<file path="src/rtl/lc3_mem_arbiter.sv">
// lc3_mem_arbiter: shares one fixed-latency LC-3 memory port between the CPU and a DMA requester.
module lc3_mem_arbiter #(
  parameter int ADDR_W     = 16,
  parameter int DATA_W     = 16,
  parameter int MEM_LAT    = 2,
  parameter int STARVE_MAX = 8
) (
  input  logic              clk,
  input  logic              rst,
  input  logic              cpu_req,
  input  logic              cpu_we,
  input  logic [ADDR_W-1:0] cpu_addr,
  input  logic [DATA_W-1:0] cpu_wdata,
  output logic [DATA_W-1:0] cpu_rdata,
  output logic              cpu_rdy,
  input  logic              dma_req,
  input  logic              dma_we,
  input  logic [ADDR_W-1:0] dma_addr,
  input  logic [DATA_W-1:0] dma_wdata,
  output logic [DATA_W-1:0] dma_rdata,
  output logic              dma_rdy,
  output logic              mem_en,
  output logic              mem_we,
  output logic [ADDR_W-1:0] mem_addr,
  output logic [DATA_W-1:0] mem_wdata,
  input  logic [DATA_W-1:0] mem_rdata,
  output logic              gnt_dma,
  output logic              busy
);
  localparam int LW = $clog2(MEM_LAT + 1);
  localparam int SW = $clog2(STARVE_MAX + 1);
  typedef enum logic [1:0] {IDLE, ISSUE, WAIT, DONE} state_t;
  state_t            state_q, state_d;
  logic [LW-1:0]     lat_q, lat_d;
  logic [SW-1:0]     starve_q, starve_d;
  logic              own_q, own_d, we_q, we_d;
  logic [ADDR_W-1:0] addr_q, addr_d;
  logic [DATA_W-1:0] wdata_q, wdata_d, cpu_rdata_q, cpu_rdata_d, dma_rdata_q, dma_rdata_d;
  logic              grant, pick_dma;
  always_comb begin
    state_d     = state_q;
    lat_d       = lat_q;
    own_d       = own_q;
    we_d        = we_q;
    addr_d      = addr_q;
    wdata_d     = wdata_q;
    cpu_rdata_d = cpu_rdata_q;
    dma_rdata_d = dma_rdata_q;
    grant       = state_q == IDLE && (cpu_req || dma_req);
    pick_dma    = dma_req && (!cpu_req || starve_q == SW'(STARVE_MAX));
    // own_q is low in IDLE and during CPU accesses, so a waiting DMA keeps counting then
    starve_d    = (grant && pick_dma) ? '0 :
                  (dma_req && !own_q && starve_q != SW'(STARVE_MAX)) ? starve_q + SW'(1) : starve_q;
    case (state_q)
      IDLE: if (grant) begin
        state_d = ISSUE;
        own_d   = pick_dma;
        we_d    = pick_dma ? dma_we : cpu_we;
        addr_d  = pick_dma ? dma_addr : cpu_addr;
        wdata_d = pick_dma ? dma_wdata : cpu_wdata;
      end
      ISSUE: begin
        state_d = WAIT;
        lat_d   = LW'(1);
      end
      WAIT: if (lat_q == LW'(MEM_LAT)) begin
        state_d     = DONE;
        lat_d       = '0;
        cpu_rdata_d = (!we_q && !own_q) ? mem_rdata : cpu_rdata_q;
        dma_rdata_d = (!we_q && own_q) ? mem_rdata : dma_rdata_q;
      end else begin
        lat_d = lat_q + LW'(1);
      end
      default: begin
        state_d = IDLE;
        own_d   = 1'b0;
      end
    endcase
  end
  always_ff @(posedge clk or negedge rst) begin
    if (!rst) begin
      state_q     <= IDLE;
      lat_q       <= '0;
      starve_q    <= '0;
      own_q       <= 1'b0;
      we_q        <= 1'b0;
      addr_q      <= '0;
      wdata_q     <= '0;
      cpu_rdata_q <= '0;
      dma_rdata_q <= '0;
    end else begin
      state_q     <= state_d;
      lat_q       <= lat_d;
      starve_q    <= starve_d;
      own_q       <= own_d;
      we_q        <= we_d;
      addr_q      <= addr_d;
      wdata_q     <= wdata_d;
      cpu_rdata_q <= cpu_rdata_d;
      dma_rdata_q <= dma_rdata_d;
    end
  end
  assign mem_en    = state_q == ISSUE;
  assign mem_we    = mem_en && we_q;
  assign mem_addr  = addr_q;
  assign mem_wdata = wdata_q;
  assign cpu_rdata = cpu_rdata_q;
  assign dma_rdata = dma_rdata_q;
  assign cpu_rdy   = state_q == DONE && !own_q;
  assign dma_rdy   = state_q == DONE && own_q;
  assign gnt_dma   = own_q;
  assign busy      = state_q != IDLE;
endmodule

</file>
<file path="config.mk">
export PLATFORM = sky130hd
export DESIGN_NAME = lc3_mem_arbiter
export DESIGN_NICKNAME = d
export VERILOG_FILES = /design/src/rtl/lc3_mem_arbiter.sv
export SDC_FILE = /design/constraint.sdc
export NUM_CORES = 1
export LEC_CHECK = 0
export BUFFER_PORTS_ARGS = -buffer_cell sky130_fd_sc_hd__buf_2
export CAP_MARGIN = 20
export CORE_MARGIN = 2
export CORE_UTILIZATION = 44
export CTS_BUF_LIST = sky130_fd_sc_hd__clkbuf_2
export DETAILED_ROUTE_END_ITERATION = 16
export HOLD_SLACK_MARGIN = 0.03
export PLACE_DENSITY = 0.85
export SYNTH_ARGS = -nofsm -noshare
export SYNTH_HDL_FRONTEND = slang
export SYNTH_SLANG_ARGS = --single-unit
</file>
<file path="constraint.sdc">
create_clock -name clk -period 1.85 [get_ports clk]
set_input_delay 0.0925 -clock clk [delete_from_list [all_inputs] [get_ports clk]]
set_output_delay 0.0925 -clock clk [all_outputs]
set_load 0.005 [all_outputs]
</file>
---- Yosys cells after proc, flatten, opt, wreduce, memory -nomap -nowiden ----
Cells that the tools add are included.
cells by class
  bitwise logic cells ..................... 1
  reduce and logical (&&, ||, !) cells .... 25
  multiplexer cells ....................... 12
  $add $sub $neg .......................... 2
  equal/unequal tests ..................... 8
operators by type and width
  cell                 count
  $mux 16              2
  $logic_and 1x1->1    10
  $mux 4               2
  $eq 2x2->1 const B   3
  $mux 2               3
  $pmux 2 s3           1
  $reduce_and 2->1     3
  $reduce_and 3->1     2
  $reduce_bool 2->1    3
  $add 4x1->4 const B  1
  $eq 4x4->1 const B   1
  $ne 2x2->1 const B   2
  $ne 4x4->1 const B   1
  $pmux 2 s2           1
  $logic_not 1->1      3
  $add 2x1->2 const B  1
  $eq 2x1->1 const B   1
  $logic_not 2->1      1
  $logic_or 1x1->1     2
  $mux 1               2
  $pmux 1 s2           1
  $reduce_or 2->1      1
  $not 1->1            1
word-level totals
  logic and storage cells ................. 57
  bits in registers ....................... 74

---- Longest topological paths before layout ----
Gate-level depths: netlist (run 1).
  depth after elaboration ................. 5
  mapped depth ............................ 7
  mapped depth without buffers ............ 5

---- Worst setup path after synthesis (run 1) ----
No wires, ideal clock.
  path type ............................... flip-flop to flip-flop
  start point ............................. register state_q[0]
  end point ............................... register cpu_rdata_q[10], in the netlist cpu_rdata[10]
  data required time ...................... 1.725 ns
  buffers on the path ..................... 2
  arrival ................................. 1.596 ns
  setup time .............................. 0.125 ns
  cell stages (with the launch flop) ...... 8
  clock period less this slack ............ 1.721 ns
  setup slack ............................. 0.129 ns
  cells stage by stage .................... dfrtp_1 inv_1 ha_1 and4bb_1 nor2b_4 buf_6 buf_12 mux2_4
on the way
  cells in the longest elaborated chain, start to end .. 2
RTL lines
  element                     RTL line  source
  start: declaration          33        state_t state_q, state_d;
  start signal: assignment    92        state_q <= state_d;
  $eq 2x2->1                  54        case (state_q)
  $reduce_and 3->1 (no line)  n/a
  end signal: assignment      99        cpu_rdata_q <= cpu_rdata_d;
  end: declaration            38        logic [DATA_W-1:0] wdata_q, wdata_d, cpu_rdata_q, cpu_rdata_d, dma_rdata_q, dma_rdata_d;
No other way between the ends.
A chain may end at the register's enable or synchronous reset.

---- Worst setup path in the final report (run 1) ----
  start point ............................. register state_q[0]
  end point ............................... register dma_rdata_q[12], in the netlist dma_rdata[12]
on the way
  cells in the longest elaborated chain, start to end .. 2
RTL lines
  element                     RTL line  source
  $eq 2x2->1                  54
  $reduce_and 3->1 (no line)  n/a
  end signal: assignment      100       dma_rdata_q <= dma_rdata_d;
  end: declaration            38
No other way between the ends.

==> summary.txt, run 1 <==
Status
  • Run status: completed

Power and ir drop
  • Switching share of power: 0.372
  • Cell Int Power: 4.12 mW
  • Clock power share: 0.156
  • Max VDD drop: slightly below 600 uV
  • Lkg Pwr: ~2.6 nW
  • Power Total: around 6.6 mW
  • NetSw: around 2.4 mW
  • Combinational Power Share: 0.434
  • PwrDens: ~1200 mW/mm^2
  • Reg power frac: 0.410

Layout
  • Post-route insts no fill: 660
  • Final Util: 0.699
  • NumNets Final: ~650
  • Antenna cells: 0
  • Share of post-route cells with drive strength above 1: 0.392
  • FILL cells: between 500 and 600
  • Storage cell area: 0.00185 mm^2
  • Combined area of the multi-input logic cells: approximately 0.0015 mm^2
  • Area Overhead vs Synth: 55.0%

Global route
  • Global route total overflow: 0
  • Largest net degree at the start of global routing: 40
  • Initial antenna violation count: 0
  • Total GRT Usage: 0.272
  • Vias in the first global route: 3,773
  • First-pass GRT wire length: 18.3 mm

STA
  • Setup violators final: 0
  • Tightest Pin Transition: 0.718 ns
  • Final hold violation count: 0
  • Unrepaired setup endpoints after global routing: no
  • Post-route minimum period: 1.74 ns
  • TNS Setup: 0 ns
  • Final Slew Violations: 0
  • Crit share post-route: 0.941
  • Fmax: 0.575 GHz
  • Final Hold Slack: roughly 0.087 ns
  • Slew Limit Headroom: 0.522
  • Fin Clk Skew: approximately 0.017 ns

Synth
  • Syn Nets: 409
  • FF+latch count, synth: 74
  • Post-synth EDFFs: 0
  • Async S/R FF share, synth: 1.00
  • Top_reg_cell synth: dfrtp_1
  • Synth cell types: 37
  • Syn_area_per_cell: 10.9 um^2
  • Mapped Cells: 317
  • Sequential element share of the synthesized area: 0.534
  • Mapped Area: around 0.0035 mm^2
  • Synth warnings: 0

Clock network
  • Root Buffer: clkbuf_2
  • Post-CTS Setup Inserts: 0
  • # resized after CTS: 0
  • CTS tree: built
  • Clock sinks: 74
  • H-Tree Depth: 3
  • Worst skew pair latency: about 0.5 ns
  • Clock Tree Buf Depth: 2
  • Clock-pin slew on the worst setup and hold paths: between 0.2 and 0.25 ns
  • TritonCTS Buffers: 9

Hold path
  • Worst Hold Class: in -> async

Route
  • First-pass DRT Iterations: 4
  • Final WL: approximately 12 mm
  • DR vias: around 3,600
  • Wire length per cell: 17.7 um
  • Routed Antenna Nets: 0
  • Initial DRC Count: between 150 and 200
  • Detailed-route vias per instance: around 5.5
  • # DRC: 0

Floorplan
  • Die width: 92.7 um
  • Starting density of the core: 0.451
  • DIE AREA: ~0.0086 mm^2
  • Placeable Area: between 0.007 and 0.008 mm^2
  • Num rows: 32
  • Die H: 92.7 um
  • I/O pin cnt: around 160

Place
  • Dpl cells: 560
  • Port Buffers: 155
  • Routability Congestion: 0.775
  • Final HPWL DP: between 6 and 7 mm

Flow run
  • Max-cap violations: 0

Setup path
  • CP arrival: between 2 and 2.5 ns
  • Worst setup SP type: flop
  • CP Max Fanout: 16
  • Kind of critical path: reg -> reg
  • Worst endpoint required time: between 2 and 2.5 ns
  • Crit path capture type: flop
[cell usage in the layout (no fill, tap or decap), drive strengths merged, types with 3 or more instances in the layout]
master       Yosys  final
and2             3      3
mux2            33     33
ha               6      6
inv              7      7
clkbuf          17      9
o21ai            6      6
nand4           34     34
a21oi            4      4
dlygate4sd3      0     84
nand3            3      3
nand2           67     67
clkinv           0      3
nor2b            3      3
dfrtp           74     74
o211ai          34     34
buf              8    166
[layer usage]
metal  up-vias  GRT usage  part of all wire
met4         0      0.158             0.041
met2       218      0.471              0.49
met1      1722      0.307              0.38
li1       1612          -                 -
met5         -          0                 0
met3        46     0.0610             0.085
[through the flow]
step	instance area, um^2	setup slack, ns
after floorplan	3460	0.129
after global placement	4390	0.194
after detailed placement	4390	0.131
after CTS	5370	0.0970
after global routing	5370	0.00658
final	5370	0.110
[critical path: stages, from the launching register on]
cell	delay [ns]
dfrtp_1	0.44
inv_1	0.08
ha_1	0.20
and4bb_1	0.22
nand2_2	0.32
mux2_2	0.39
[path summary, 6_finish.rpt]
path	slack, ns	end	from	depth (start not counted)
max	0.11	dma_rdata[12]	state_q[0]	5
min	0.09	mem_wdata[1]	rst	2
max reg2reg	0.11	dma_rdata[12]	state_q[0]	5
min reg2reg	0.52	mem_wdata[15]	mem_wdata[15]	2
max in group asynchronous	1.20	starve_q[1]	rst	3
min in group clk	0.11	mem_wdata[1]	cpu_req	4
[synthesized netlist by cell type, drive strengths merged, types with 4 or more instances]
master,n,area [um^2]
o21ai,6,33.8
buf,8,63.8
o211ai,34,255
a21oi,4,20.0
clkbuf,17,65.1
inv,7,26.3
dfrtp,74,1850
nand4,34,213
ha,6,75.1
nand2,67,254
mux2,33,409
[area by class of cell]
class | count | area share
flip-flops and latches | 74 | 0.345
clock inverters | 7 | 0.0175
inverters | 7 | 0.00489
multi-input cells | 211 | 0.272
clock buffers | 9 | 0.00839
repair buffers | 250 | 0.329
well taps | 102 | 0.0238
[power groups by stage]
stage | Combinational (mW) | Clock (mW) | Sequential (mW)
after global routing | 3.13 | 1.11 | 2.77
final | 2.85 | 1.02 | 2.69
after detailed placement | 2.66 | 0 | 2.70
after floorplan | 1.45 | 0 | 2.67
after CTS | 2.80 | 1.06 | 2.66
after global placement | 2.54 | 0 | 2.66
[repair_timing]
action                     CTS  global route
hold buffers                84             0
hold endpoints to repair   142             0
setup endpoints to repair    0             0
[sequential cells by signal, indices dropped and copies added, names as in the netlist]
register	count
mem_addr	16
gnt_dma	1
mem_wdata	16
state_q	2
dma_rdata	16
lat_q	2
starve_q	4
cpu_rdata	16
we_q	1
[cells by family after synthesis]
| family | Yosys count | share of synthesized area |
|---|---|---|
| adder cells (fa/ha/maj) | 6 | 0.0217 |
| buffers and inverters | 32 | 0.0448 |
| AND/OR/NAND/NOR | 120 | 0.173 |
| flip-flops | 74 | 0.534 |
| AO/OA/AOI/OAI | 51 | 0.105 |
| multiplexers | 34 | 0.121 |
(Power assumes the default switching activity.)
==> inputs of run 2 (changes only) <==
--- a/config.mk
+++ b/config.mk
@@ -13,6 +13,7 @@
 export DETAILED_ROUTE_END_ITERATION = 16
 export HOLD_SLACK_MARGIN = 0.03
 export PLACE_DENSITY = 0.85
+export REMOVE_ABC_BUFFERS = 1
 export SYNTH_ARGS = -nofsm -noshare
 export SYNTH_HDL_FRONTEND = slang
 export SYNTH_SLANG_ARGS = --single-unit
==> summary.txt, run 2 (same netlist as run 1, synthesis figures left out) <==
STA
  • Crit share post-route: 0.965
  • Setup violators final: 0
  • Post-route minimum period: around 1.8 ns
  • Slew Limit Headroom: 0.716
  • Final hold violation count: 0
  • Final Hold Slack: 0.352 ns
  • Unrepaired setup endpoints after global routing: yes
  • Fmax: 0.560 GHz
  • Fin Clk Skew: 0.0269 ns
  • Tightest Pin Transition: roughly 0.43 ns
  • TNS Setup: 0 ns
  • Final Slew Violations: 0

Floorplan
  • Die width: 92.7 um
  • Starting density of the core: 0.451
  • Num rows: 32
  • DIE AREA: ~0.0086 mm^2
  • Placeable Area: roughly 0.0077 mm^2
  • Die H: ~90 um
  • I/O pin cnt: between 150 and 200

Power and ir drop
  • Power Total: 6.73 mW
  • PwrDens: around 1200 mW/mm^2
  • Max VDD drop: 640 uV
  • Lkg Pwr: between 2 and 3 nW

Clock network
  • CTS tree: built
  • H-Tree Depth: 3
  • Root Buffer: clkbuf_2
  • Clock-pin slew on the worst setup and hold paths: approximately 0.23 ns
  • Clock Tree Buf Depth: 2
  • Clock sinks: 74
  • TritonCTS Buffers: 9
  • Worst skew pair latency: around 0.52 ns

Place
  • Routability Congestion: approximately 0.81
  • Final HPWL DP: roughly 6.8 mm
  • Port Buffers: roughly 160

Setup path
  • Worst endpoint required time: 2.24 ns
  • Reg-to-reg startpoint: starve_q[0]
  • Crit path capture type: flop
  • CP arrival: 2.18 ns
  • Kind of critical path: reg -> reg
  • CP Max Fanout: 16
  • Worst setup SP type: flop
  • Reg2Reg Depth: 6
  • FF-to-FF End: mem_wdata[3]
  • Worst R2R Setup Slack: ~0.065 ns

Global route
  • Total GRT Usage: 0.292
  • Met2 GRT Util: 0.532
  • Vias in the first global route: slightly below 4,000
  • Busiest layer in global routing: met2
  • Met3 Usage GRT: 0.0724
  • First-pass GRT wire length: 19.3 mm
  • Largest net degree at the start of global routing: 39
  • Global route total overflow: 0
  • Met1 Use GR: 0.317
  • Initial antenna violation count: 0

Layout
  • Share of post-route cells with drive strength above 1: 0.400
  • NumNets Final: 652
  • FILL cells: between 500 and 600
  • Combined area of the multi-input logic cells: about 0.0015 mm^2
  • Most frequent cells in the layout: buf_2 (154), dlygate4sd3_1 (86), dfrtp_1 (74)
  • Area Overhead vs Synth: 57.1%
  • Most common cell after layout, fill and taps aside: buf_2
  • Storage cell area: 0.00185 mm^2
  • Antenna cells: 0

Hold path
  • Worst Hold Class: in -> reg
  • Hold Crit Depth: 3
  • Hold Path Sink: cpu_rdata[0]
  • Min-delay src: mem_rdata[0]

Route
  • Wire length per cell: ~19 um
  • Detailed-route vias per instance: around 5.5
  • Final WL: 12.4 mm
  • First-pass DRT Iterations: 5
  • Routed Antenna Nets: 0
  • Initial DRC Count: around 160
  • # DRC: 0
  • DR vias: approximately 3,600

Flow run
  • Max-cap violations: 0

Status
  • Run status: completed
## run 2: changes by cell type in the layout (fill, tap and decap cells not counted), sizes merged
cell	previous run	this run
clkinv	3	2
clkinvlp	2	1
clkbuf	9	10
dlygate4sd3	84	86
inv	7	8
buf	166	171
## run 2: how the worst max path moves through the flow
stage                 from             to  slack, ns  cells after the start
2_1_floorplan   state_q[0]    mem_addr[0]      -0.61                      5
3_3_place_gp    state_q[0]   cpu_rdata[2]       0.19                      6
3_5_place_dp   starve_q[0]    mem_addr[9]       0.09                      6
4_1_cts         state_q[0]           busy       0.03                      5
5_1_grt        starve_q[0]  mem_wdata[12]      -0.03                      6
6_report       starve_q[0]   mem_wdata[3]       0.07                      6
## run 2: per-layer routing
metal / routed length, um / vias to the layer above / part of all wire
met1: 4620 / 1755 / 0.37
met2: 6410 / 226 / 0.52
met3: 1020 / 35 / 0.082
met5: 0 / - / 0
li1: - / 1630 / -
met4: 334 / 0 / 0.027
## run 2: area by class of cell
type,count,share of cell area
clock buffers,10,0.00920
clock inverters,6,0.0166
inverters,7,0.00483
multi-input cells,211,0.273
flip-flops and latches,74,0.340
well taps,102,0.0235
repair buffers,257,0.332
## run 2: where the power goes
group	switching [mW]	leakage, nW	internal, mW
Sequential	0.440	0.925	2.25
Clock	0.604	0.0825	0.457
Combinational	1.48	1.64	1.50
## run 2: through the flow
step	std cells	utilization	cell area [um^2]	setup slack, ns
global route	667	0.708	5440	-0.0264
CTS	667	0.704	5410	0.0291
floorplan	292	-	3340	-0.613
global placement	562	0.568	4370	0.189
detailed placement	562	0.568	4370	0.0944
finish	667	0.708	5440	0.0655
## run 2: what timing repair did
item / 4_1_cts / 5_1_grt
endpoints found under the setup margin: 1 / 39
gates resized for setup: 3 / 5
hold endpoints to repair: 144 / 0
hold buffers: 87 / 0
setup buffers: 2 / 0
## run 2: critical path: stages, from the launching register on
cell and delay (ns):
dfrtp_1 0.44, inv_1 0.08, ha_1 0.25, and3b_1 0.26, o21ai_4 0.22, buf_4 0.26
o211ai_1 0.13
==> inputs of run 3 (changes only) <==
--- a/config.mk
+++ b/config.mk
@@ -8,11 +8,11 @@
 export BUFFER_PORTS_ARGS = -buffer_cell sky130_fd_sc_hd__buf_2
 export CAP_MARGIN = 20
 export CORE_MARGIN = 2
-export CORE_UTILIZATION = 44
+export CORE_UTILIZATION = 25
 export CTS_BUF_LIST = sky130_fd_sc_hd__clkbuf_2
 export DETAILED_ROUTE_END_ITERATION = 16
 export HOLD_SLACK_MARGIN = 0.03
-export PLACE_DENSITY = 0.85
+export PLACE_DENSITY = 0.56
 export REMOVE_ABC_BUFFERS = 1
 export SYNTH_ARGS = -nofsm -noshare
 export SYNTH_HDL_FRONTEND = slang
==> summary.txt, run 3 (same netlist as run 1, synthesis figures left out) <==
Status
  • Run status: completed

Clock network
  • Worst skew pair latency: approximately 0.53 ns
  • Clock-pin slew on the worst setup and hold paths: around 0.24 ns
  • H-Tree Depth: 3
  • CTS tree: built
  • # resized after CTS: 0
  • Root Buffer: clkbuf_2
  • TritonCTS Buffers: 9
  • Clock Tree Buf Depth: 2
  • Clock sinks: 74

Place
  • Final HPWL DP: about 7.4 mm
  • Port Buffers: about 160
  • Routability Congestion: 0.731
  • Placed Area: about 0.0045 mm^2
  • Dpl cells: 638
  • Setup Slack @ Placement: 0.0902 ns

Setup path
  • Crit path capture type: output pin
  • Worst setup SP type: flop
  • Worst endpoint required time: about 1.8 ns
  • Kind of critical path: reg -> out
  • CP arrival: around 1.7 ns
  • CP Max Fanout: 10

STA
  • Post-route minimum period: approximately 1.7 ns
  • Tightest Pin Transition: approximately 0.94 ns
  • Fmax: ~0.57 GHz
  • Unrepaired setup endpoints after global routing: yes
  • Final worst slack: around 0.1 ns
  • Fin Clk Skew: between 0.02 and 0.025 ns
  • TNS Setup: 0 ns
  • Slew Limit Headroom: 0.371
  • Setup violators final: 0
  • Final Slew Violations: 0
  • Final Hold Slack: around 0.33 ns
  • Final hold violation count: 0
  • Crit share post-route: 0.946

Floorplan
  • Placeable Area: 0.0137 mm^2
  • Starting density of the core: 0.253
  • DIE AREA: around 0.015 mm^2
  • I/O pin cnt: 156
  • Die width: 122 um
  • Die H: roughly 120 um
  • Num rows: 43

Layout
  • Share of post-route cells with drive strength above 1: 0.395
  • Final Util: 0.404
  • Area Overhead vs Synth: 59.9%
  • Post-route insts no fill: around 740
  • Most frequent cells in the layout: buf_2 (154), dlygate4sd3_1 (86), dfrtp_1 (74)
  • NumNets Final: around 650
  • Most common cell after layout, fill and taps aside: buf_2
  • Layout Cell Area excl Fill: about 0.0055 mm^2

Power and ir drop
  • NetSw: roughly 2.5 mW
  • Reg power frac: 0.404
  • Power Total: around 6.6 mW
  • PwrDens: roughly 1200 mW/mm^2
  • Switching share of power: 0.372
  • Max VDD drop: 577 uV
  • Clock power share: 0.165
  • Combinational Power Share: 0.431
  • Lkg Pwr: between 2 and 3 nW
  • Cell Int Power: approximately 4.2 mW

Route
  • Routed Antenna Nets: 0
  • First-pass DRT Iterations: 4
  • Initial DRC Count: ~160
  • Wire length per cell: ~15 um
  • DR vias: 3,473
  • Final WL: 11.5 mm
  • Detailed-route vias per instance: about 4.7
  • # DRC: 0

Global route
  • Global route total overflow: 0
  • Total GRT Usage: 0.153
  • Vias in the first global route: 3,519
  • Largest net degree at the start of global routing: 47
  • First-pass GRT wire length: 17.6 mm
  • Initial antenna violation count: 0

Hold path
  • Worst Hold Class: in -> reg

Flow run
  • Max-cap violations: 0
==> run 3: cell types whose count changed in the layout (fill, tap and decap cells not counted), sizes merged <==
cell      previous run  this run
clkbuf              10         9
diode                0         1
clkinvlp             1         0
buf                171       168
inv                  8        10
==> run 3: power groups by stage <==
stage	Sequential, mW	Combinational, mW	Clock [mW]
6_report	2.67	2.86	1.09
5_1_grt	2.76	3.19	1.21
4_1_cts	2.68	2.88	1.15
3_5_place_dp	2.71	2.73	0
3_3_place_gp	2.68	2.67	0
2_1_floorplan	2.68	1.35	0
==> run 3: layer usage <==
layer | vias up | track usage | routed length [um]
met5 | - | 0 | 0
met4 | 0 | 0.0654 | 256
met3 | 22 | 0.0267 | 705
met2 | 164 | 0.262 | 5530
met1 | 1659 | 0.189 | 4980
li1 | 1628 | - | -
==> run 3: area by class of cell <==
| type | instances | area, um^2 |
|---|---|---|
| clock inverters | 7 | 100 |
| clock buffers | 9 | 45.0 |
| flip-flops and latches | 74 | 1850 |
| diodes | 1 | 2.50 |
| repair buffers | 254 | 1810 |
| fillers | 1345 | 8180 |
| well taps | 180 | 225 |
| inverters | 7 | 26.3 |
| multi-input cells | 211 | 1480 |
==> run 3: critical path, cell delays in order (launching register included) <==
cell     delay (ns)
dfrtp_1        0.47
inv_1          0.10
ha_2           0.34
inv_1          0.10
buf_2          0.14
==> run 3: worst paths after layout <==
| path | depth (start not counted) | end | from | slack, ns |
|---|---|---|---|---|
| max in group asynchronous | 4 | dma_rdata[1] | rst | 0.99 |
| worst max register to register | 5 | dma_rdata[9] | state_q[0] | 0.10 |
| worst min register to register | 2 | mem_addr[2] | mem_addr[2] | 0.53 |
| min in group asynchronous | 4 | mem_wdata[2] | rst | 0.61 |
| worst max-delay path | 4 | busy | state_q[1] | 0.10 |
| worst min-delay path | 4 | mem_wdata[2] | dma_wdata[2] | 0.33 |
==> run 3: timing repair <==
item / 4_1_cts / 5_1_grt
buffers inserted: 0 / 1
hold buffers: 87 / 0
hold endpoints to repair: 144 / 0
setup endpoints to repair: 0 / 8
